--- src/rtl/fetch_queue.sv ---
// fetch_queue: small FIFO between instruction fetch and decode.
// Each entry pairs a PC with its instruction word. There is no empty-queue
// bypass, so a push is visible on the output one cycle later. A flush (taken
// branch) empties the queue and takes priority over a same-cycle push or pop.
module fetch_queue #(
    parameter int WIDTH = 32,
    parameter int DEPTH = 4
) (
    input  logic                     clk,
    input  logic                     rst,
    input  logic                     flush,
    input  logic                     in_valid,
    input  logic [WIDTH-1:0]         in_pc,
    input  logic [WIDTH-1:0]         in_instr,
    output logic                     in_ready,
    output logic                     out_valid,
    output logic [WIDTH-1:0]         out_pc,
    output logic [WIDTH-1:0]         out_instr,
    input  logic                     out_ready,
    output logic [$clog2(DEPTH):0]   count
);

    localparam int PW = $clog2(DEPTH);
    localparam int CW = PW + 1;
    localparam logic [CW-1:0] DEPTH_C = CW'(DEPTH);

    logic [PW-1:0]    head_reg;
    logic [PW-1:0]    tail_reg;
    logic [CW-1:0]    count_reg;
    logic [WIDTH-1:0] pc_mem    [DEPTH];
    logic [WIDTH-1:0] instr_mem [DEPTH];

    logic push;
    logic pop;

    // Handshake qualification; flush and reset suppress both transfers.
    // Accepting only when not full (independent of out_ready) means there is
    // no push-through on a full queue.
    always_comb begin
        in_ready  = !rst && (count_reg < DEPTH_C);
        out_valid = !rst && (count_reg != '0);
        push      = in_valid && in_ready && !flush;
        pop       = out_valid && out_ready && !flush && !rst;
        out_pc    = out_valid ? pc_mem[head_reg]    : '0;
        out_instr = out_valid ? instr_mem[head_reg] : '0;
        count     = count_reg;
    end

    // Entry storage: written at the tail on push, never cleared.
    always_ff @(posedge clk) begin
        if (push) begin
            pc_mem[tail_reg]    <= in_pc;
            instr_mem[tail_reg] <= in_instr;
        end
    end

    // Pointer and occupancy tracking; pointers wrap naturally modulo DEPTH.
    always_ff @(posedge clk) begin
        if (rst || flush) begin
            head_reg  <= '0;
            tail_reg  <= '0;
            count_reg <= '0;
        end else begin
            if (push) begin
                tail_reg <= tail_reg + 1'b1;
            end
            if (pop) begin
                head_reg <= head_reg + 1'b1;
            end
            case ({push, pop})
                2'b10:   count_reg <= count_reg + 1'b1;
                2'b01:   count_reg <= count_reg - 1'b1;
                default: count_reg <= count_reg;
            endcase
        end
    end

endmodule
--- config.mk ---
export PLATFORM = sky130hd
export DESIGN_NAME = fetch_queue
export DESIGN_NICKNAME = d
export VERILOG_FILES = /design/src/rtl/fetch_queue.sv
export SDC_FILE = /design/constraint.sdc
export NUM_CORES = 1
export LEC_CHECK = 0
export CORE_ASPECT_RATIO = 2
export CORE_MARGIN = 2
export CORE_UTILIZATION = 35
export DETAILED_ROUTE_END_ITERATION = 8
export PLACE_DENSITY = 0.6
export SYNTH_ARGS = -nofsm -noshare
export SYNTH_HDL_FRONTEND = slang
export SYNTH_SLANG_ARGS = --single-unit
--- constraint.sdc ---
create_clock -name clk -period 6.65 [get_ports clk]
set_input_delay 0.9975 -clock clk [delete_from_list [all_inputs] [get_ports clk]]
set_output_delay 0.9975 -clock clk [all_outputs]
set_load 0.02 [all_outputs]
==> out/qor.csv, run 1 <==
stage,metric,value,unit
global_routing,track_usage,13.05,%
worst_setup_path,critPathBufInv,2,
worst_setup_path,crit_type,reg2out,
floorplan,die_area,0.03050,mm²
worst_setup_path,crit_fanout,43,
synth,synth_top_area_share,75.64,%
floorplan,start_util,35.37,%
cells_and_area,instances_no_fill,980,
detailed_routing,drc_errors,0,
worst_setup_path,worstReg2RegEnd,pc_mem[3][25],
place,dp_hpwl,11910,µm
hold_path,hold_class,reg2reg,
detailed_routing,vias_per_cell,4.871,
timing,hold_viol,0,
synth,synth_area_leader_cell,edfxtp_1,
worst_setup_path,r2r_setup_slack,4.38,ns
clocking,cts-root-buf,clkbuf_16,
timing,finalCriticalPeriod,4.347,ns
synth,synth.distinct_cells,26,
detailed_routing,post_drt_wl_per_cell,20.71,µm
timing,skew,0.01326,ns
clocking,cts_buffers,23,
cells_and_area,fillers,2443,
clocking,ctsHoldBuffers,0,
pwr,leakage,3.883,nW
timing,whs,0.5722,ns
detailed_routing,routed_wl,20290,µm
clocking,cts_setup_buffers,0,
worst_setup_path,r2r-start,count[2],
clocking,clockBufferDepth,3,
place,dp_cells,936,
clocking,clkLatencyLatePin,0.52,ns
place,io_buffers,137,
outcome,status,completed,
timing,slew_headroom,29.06,%
synth,seq_area_frac_synth,77.41,%
place,gp_congestion,0.7557,
hold_path,holdPathStages,2,
synth,yosys_warnings,0,
cells_and_area,final_layout_size_suffix_gt1_share,16.99,%
floorplan,die_y,245.0,µm
global_routing,grt_max_degree,65,
global_routing,antenna_found_initial,3,
detailed_routing,via_count,4774,
timing,tightest_slew,1.064,ns
clocking,cts_tree,done,
cells_and_area,area_delta_synth_final,24.17,%
timing,grt_setup_unrepaired,no,
global_routing,grt_pass1_wl,30560,µm
clocking,cts.sinks,265,
clocking,cts_max_level,1,
cells_and_area,fin_nets,676,
synth,avgSynthCellArea,22.09,µm²
floorplan,chipWidth,124.5,µm
global_routing,overflow,0,
timing,drv_slew,0,
cells_and_area,final_util,43.91,%
worst_setup_path,max_stage_delay,0.93,ns
synth,synth_cells,460,
worst_setup_path,r2r_cells,2,
run,drv_cap,0,
pwr,vdd_ir_drop_max,158.9,µV
pwr,total_power,3.254,mW
clocking,cts-resized-gates,0,
synth,synth.cell_area,0.01016,mm²
pwr,power_density,257.9,mW/mm²
floorplan,std_cell_rows,88,
clocking,cts.clk_slew.worst_paths,0.07,ns
timing,min_period_over_period,65.37,%
worst_setup_path,crit_family,buffers and inverters,
detailed_routing,drtIter0Drc,226,
synth,ys_top_cells_by_area,"edfxtp_1, mux4_2, and2_1, dfxtp_1, mux4_1",
synth,syn-num-nets,535,
worst_setup_path,arrival,3.35,ns
timing,tns,0,ns
floorplan,ios,138,
hold_path,hold_path_startpoint,head_reg[0],
timing,layout_setup_ws,2.303,ns
timing,finalSetupViolations,0,
worst_setup_path,crit_chain,buf_4 -> mux4_2 -> and2_1 -> clkdlybuf4s50_1,
worst_setup_path,crit_required,5.65,ns
place,placed_area,0.01188,mm²
worst_setup_path,cp_slowest_cell,dfxtp_4,
synth,synth_seq_cells,265,
cells_and_area,fin_area,0.01262,mm²
detailed_routing,dr.pass1.iters,4,
floorplan,coreArea,0.02874,mm²
detailed_routing,drtAntennaViolNets,0,
global_routing,grt_pass1_vias,5401,
worst_setup_path,critPathCaptureType,output pin,
place,pre_cts_ws,2.310,ns
timing,fmax,230.1,MHz
worst_setup_path,critPathLaunchType,flip-flop,
==> cells in the mapped netlist <==
| cell | number |
|---|---|
| inv_1 | 6 |
| mux4_2 | 61 |
| nor2b_1 | 1 |
| or2_2 | 1 |
| dfxtp_1 | 9 |
| or3_1 | 1 |
| buf_8 | 1 |
| o31ai_1 | 1 |
| a21oi_1 | 2 |
| clkbuf_1 | 8 |
| buf_2 | 6 |
| mux2i_1 | 1 |
| clkbuf_2 | 2 |
| fa_1 | 1 |
| and2_1 | 65 |
| and3_1 | 4 |
| nor2_1 | 12 |
| o311ai_0 | 1 |
| buf_6 | 6 |
| xnor2_1 | 1 |
| nor3_1 | 1 |
| mux4_1 | 3 |
| xor2_1 | 4 |
| ha_1 | 5 |
| o21ai_0 | 1 |
| edfxtp_1 | 256 |
==> layout by cell type (no fill, tap or decap), drive strengths merged, types with 2 or more instances in the layout <==
| cell | instances |
|---|---|
| a21oi | 2 |
| and2 | 65 |
| and3 | 4 |
| buf | 2 |
| clkbuf | 28 |
| clkdlybuf4s50 | 137 |
| clkinv | 8 |
| clkinvlp | 3 |
| dfxtp | 9 |
| diode | 2 |
| edfxtp | 256 |
| ha | 5 |
| inv | 8 |
| mux4 | 64 |
| nor2 | 12 |
| xor2 | 4 |
==> cell families (layout without fill, tap and decap cells) <==
logic type                 Yosys count  count (layout)  share of synthesized area (%)
AOI/OAI and AO/OA                    5               5                         0.3078
xor gates and xnor gates             5               5                         0.4309
adders and majority gates            6               6                         0.8125
buffers and inverters               29             187                          1.723
DFF                                265             265                          77.41
muxes                               65              65                          14.39
other                                0               2                              0
and+or+nand+nor                     85              85                          4.924
==> worst min-delay path: cells and delay by family (launching register included) <==
kind                      cells  cell delay, ns
xor gates and xnor gates      1            0.10
DFF                           1            0.36
and+or+nand+nor               1            0.08
==> how the worst max path moves through the flow <==
stage,depth (start not counted),end,slack (ns)
6_report,4,out_pc[4],2.30
3_5_place_dp,5,out_pc[0],2.31
5_1_grt,4,out_pc[8],2.03
3_3_place_gp,5,out_pc[31],2.34
4_1_cts,4,out_instr[21],2.16
2_1_floorplan,3,instr_mem[0][0],3.31
==> layout make-up <==
type | instances | area, µm² | area share [%]
Antenna cell | 2 | 5.005 | 0.03966
Clock buffer | 28 | 625.6 | 4.957
Clock inverter | 14 | 106.4 | 0.8428
Inverter | 6 | 22.52 | 0.1785
Multi-Input combinational cell | 166 | 2148 | 17.02
Sequential cell | 265 | 7875 | 62.40
Tap cell | 360 | 450.4 | 3.569
Timing Repair Buffer | 139 | 1386 | 10.99
==> metal layers <==
| metal | part of all wire, % | vias to the layer above | wire length [µm] | global-route usage (%) |
|---|---|---|---|---|
| met5 | 0.059 | - | 12 | 0 |
| met2 | 58 | 98 | 11720 | 25.51 |
| met1 | 36 | 2511 | 7329 | 13.74 |
| met3 | 3.9 | 28 | 785 | 2.267 |
| li1 | - | 2135 | - | - |
| met4 | 2.2 | 2 | 440 | 4.891 |
==> where the power goes <==
group          internal (mW)  switching [mW]  leakage [nW]
clock                  0.715           0.579         0.351
combinational         0.0594          0.0499          1.14
sequential              1.85         0.00534          2.39
total                   2.62           0.634          3.88
Note: power is estimated with default switching activity, not from simulation.
==> run 2, diff against run 1 <==
Clock period 6.65 ns to 4.4 ns, I/O delays scaled along.
==> out/qor.csv, run 2 (synthesis gave the netlist of run 1 again) <==
stage,metric,value,unit,change
detailed_routing,via_count,4745,,-0.61%
worst_setup_path,worst-path-stages,4,,unchanged
detailed_routing,drc_errors,0,,unchanged
worst_setup_path,crit_required,3.74,ns,-1.91 ns
worst_setup_path,crit_type,reg2out,,
global_routing,track_usage,13.14,%,+0.091 points
cells_and_area,fillers,2441,,-0.082%
pwr,vdd_ir_drop_max,244.1,µV,+54%
timing,slew_headroom,30.35,%,+1.3 points
floorplan,die_area,0.03050,mm²,unchanged
hold_path,holdPathStages,2,,unchanged
worst_setup_path,critPathCaptureType,output pin,,
pwr,leakage,3.872,nW,-0.28%
global_routing,overflow,0,,unchanged
place,pre_cts_ws,0.8916,ns,-1.418 ns
cells_and_area,area_delta_synth_final,23.81,%,
global_routing,grt_max_degree,65,,unchanged
timing,finalCriticalPeriod,3.595,ns,
worst_setup_path,crit_chain,buf_4 -> mux4_2 -> and2_1 -> clkdlybuf4s50_1,,
clocking,ctsHoldBuffers,0,,unchanged
worst_setup_path,critPathBufInv,2,,unchanged
clocking,clkLatencyLatePin,0.50,ns,-0.02 ns
place,io_buffers,137,,unchanged
floorplan,std_cell_rows,88,,unchanged
pwr,total_power,4.822,mW,+48%
worst_setup_path,arrival,2.93,ns,-0.42 ns
worst_setup_path,r2r_cells,2,,unchanged
timing,layout_setup_ws,0.8054,ns,-1.498 ns
cells_and_area,final_common_cell,edfxtp_1,,
place,placed_area,0.01191,mm²,+0.23%
global_routing,grt_pass1_wl,30640,µm,+0.27%
detailed_routing,post_drt_wl_per_cell,20.65,µm,-0.28%
cells_and_area,final_cell_mix,"edfxtp_1, clkdlybuf4s50_1, and2_1",,
worst_setup_path,max_stage_delay,0.71,ns,-0.22 ns
clocking,cts_setup_buffers,0,,unchanged
global_routing,grt_pass1_vias,5360,,-0.76%
clocking,cts_tree,done,,
cells_and_area,fin_nets,678,,+0.30%
global_routing,antenna_found_initial,1,,-2
worst_setup_path,crit_family,buffers and inverters,,
clocking,cts.clk_slew.worst_paths,0.07,ns,about the same
cells_and_area,fin_area,0.01258,mm²,-0.29%
cells_and_area,final_layout_size_suffix_gt1_share,16.53,%,-0.46 points
timing,tns,0,ns,unchanged
floorplan,coreArea,0.02874,mm²,unchanged
clocking,cts.sinks,265,,unchanged
detailed_routing,vias_per_cell,4.852,,-0.40%
outcome,status,completed,,
worst_setup_path,crit_fanout,26,,-40%
detailed_routing,drtAntennaViolNets,0,,unchanged
floorplan,ios,138,,unchanged
timing,min_period_over_period,81.70,%,
clocking,cts-resized-gates,0,,unchanged
place,dp_hpwl,11930,µm,+0.22%
cells_and_area,seqCellArea,0.007875,mm²,unchanged
floorplan,chipWidth,124.5,µm,unchanged
detailed_routing,routed_wl,20190,µm,-0.48%
pwr,power_density,383.2,mW/mm²,+49%
clocking,cts-root-buf,clkbuf_16,,
timing,finalSetupViolations,0,,unchanged
detailed_routing,drtIter0Drc,237,,+4.9%
floorplan,die_y,245.0,µm,unchanged
timing,skew,0.01090,ns,-0.002355 ns
cells_and_area,multiInputGateArea,0.002148,mm²,unchanged
detailed_routing,dr.pass1.iters,4,,unchanged
place,gp_congestion,0.7099,,-6.1%
timing,hold_viol,0,,unchanged
clocking,cts_max_level,1,,unchanged
timing,grt_setup_unrepaired,no,,
clocking,cts_buffers,23,,unchanged
hold_path,hold_class,reg2reg,,
clocking,clockBufferDepth,3,,unchanged
timing,fmax,278.2,MHz,
worst_setup_path,critPathLaunchType,flip-flop,,
timing,tightest_slew,1.045,ns,-0.01925 ns
floorplan,start_util,35.37,%,unchanged
worst_setup_path,cp_slowest_cell,dfxtp_4,,
run,drv_cap,0,,unchanged
timing,drv_slew,0,,unchanged
[run 2: cell types whose count changed in the layout (fill, tap and decap cells not counted)]
| cell | before | now |
|---|---|---|
| buf_12 | 0 | 1 |
| buf_4 | 2 | 3 |
| clkbuf_1 | 3 | 6 |
| clkbuf_16 | 24 | 23 |
| clkbuf_8 | 1 | 0 |
| clkinv_1 | 5 | 4 |
| clkinv_2 | 3 | 4 |
| clkinvlp_4 | 3 | 1 |
| diode_2 | 2 | 1 |
| inv_6 | 1 | 0 |
| inv_8 | 1 | 0 |
[run 2: area by class of cell]
cell class,instances,area share [%]
clock inverter,10,0.5767
sequential,265,62.58
antenna,1,0.01989
timing repair buffer,141,11.24
inverter,6,0.1790
multi-input combinational,166,17.07
clock buffer,29,4.753
tap,360,3.580
[run 2: worst reg2reg max path: cells and delay by family, from the launching register on]
kind	cells	cell delay (ns)
simple gates	2	1.47
flops	1	0.38
[run 2: metrics by stage]
stage / utilization [%] / hold slack (ns) / std cells
3_5_place_dp: 41.44 / 0.5268 / 938
4_1_cts: 43.78 / 0.5412 / 977
5_1_grt: 43.79 / 0.5760 / 978
2_1_floorplan: - / 0.4847 / 460
3_3_place_gp: 41.44 / 0.5076 / 938
6_report: 43.79 / 0.5325 / 978
[run 2: worst paths after layout]
| kind | startpoint | endpoint | slack (ns) |
|---|---|---|---|
| min reg2reg | head_reg[1] | head_reg[1] | 0.53 |
| max reg2reg | count[2] | pc_mem[0][28] | 2.14 |
| max | flip-flop | out_instr[4] | 0.81 |
| min | head_reg[1] | head_reg[1] | 0.53 |
[run 2: report_power, final]
part	internal [mW]	leakage, nW	switching (mW)
sequential	2.79	2.39	0.00689
clock	1.02	0.327	0.839
combinational	0.0903	1.16	0.0772
total	3.90	3.87	0.923
[run 2: routing by layer]
layer	global-route usage, %	routed length [µm]	vias to the layer above
met1	14.00	7365	2481
met5	0	0	-
met4	5.089	503	0
met2	25.57	11500	108
li1	-	-	2125
met3	2.092	825	31
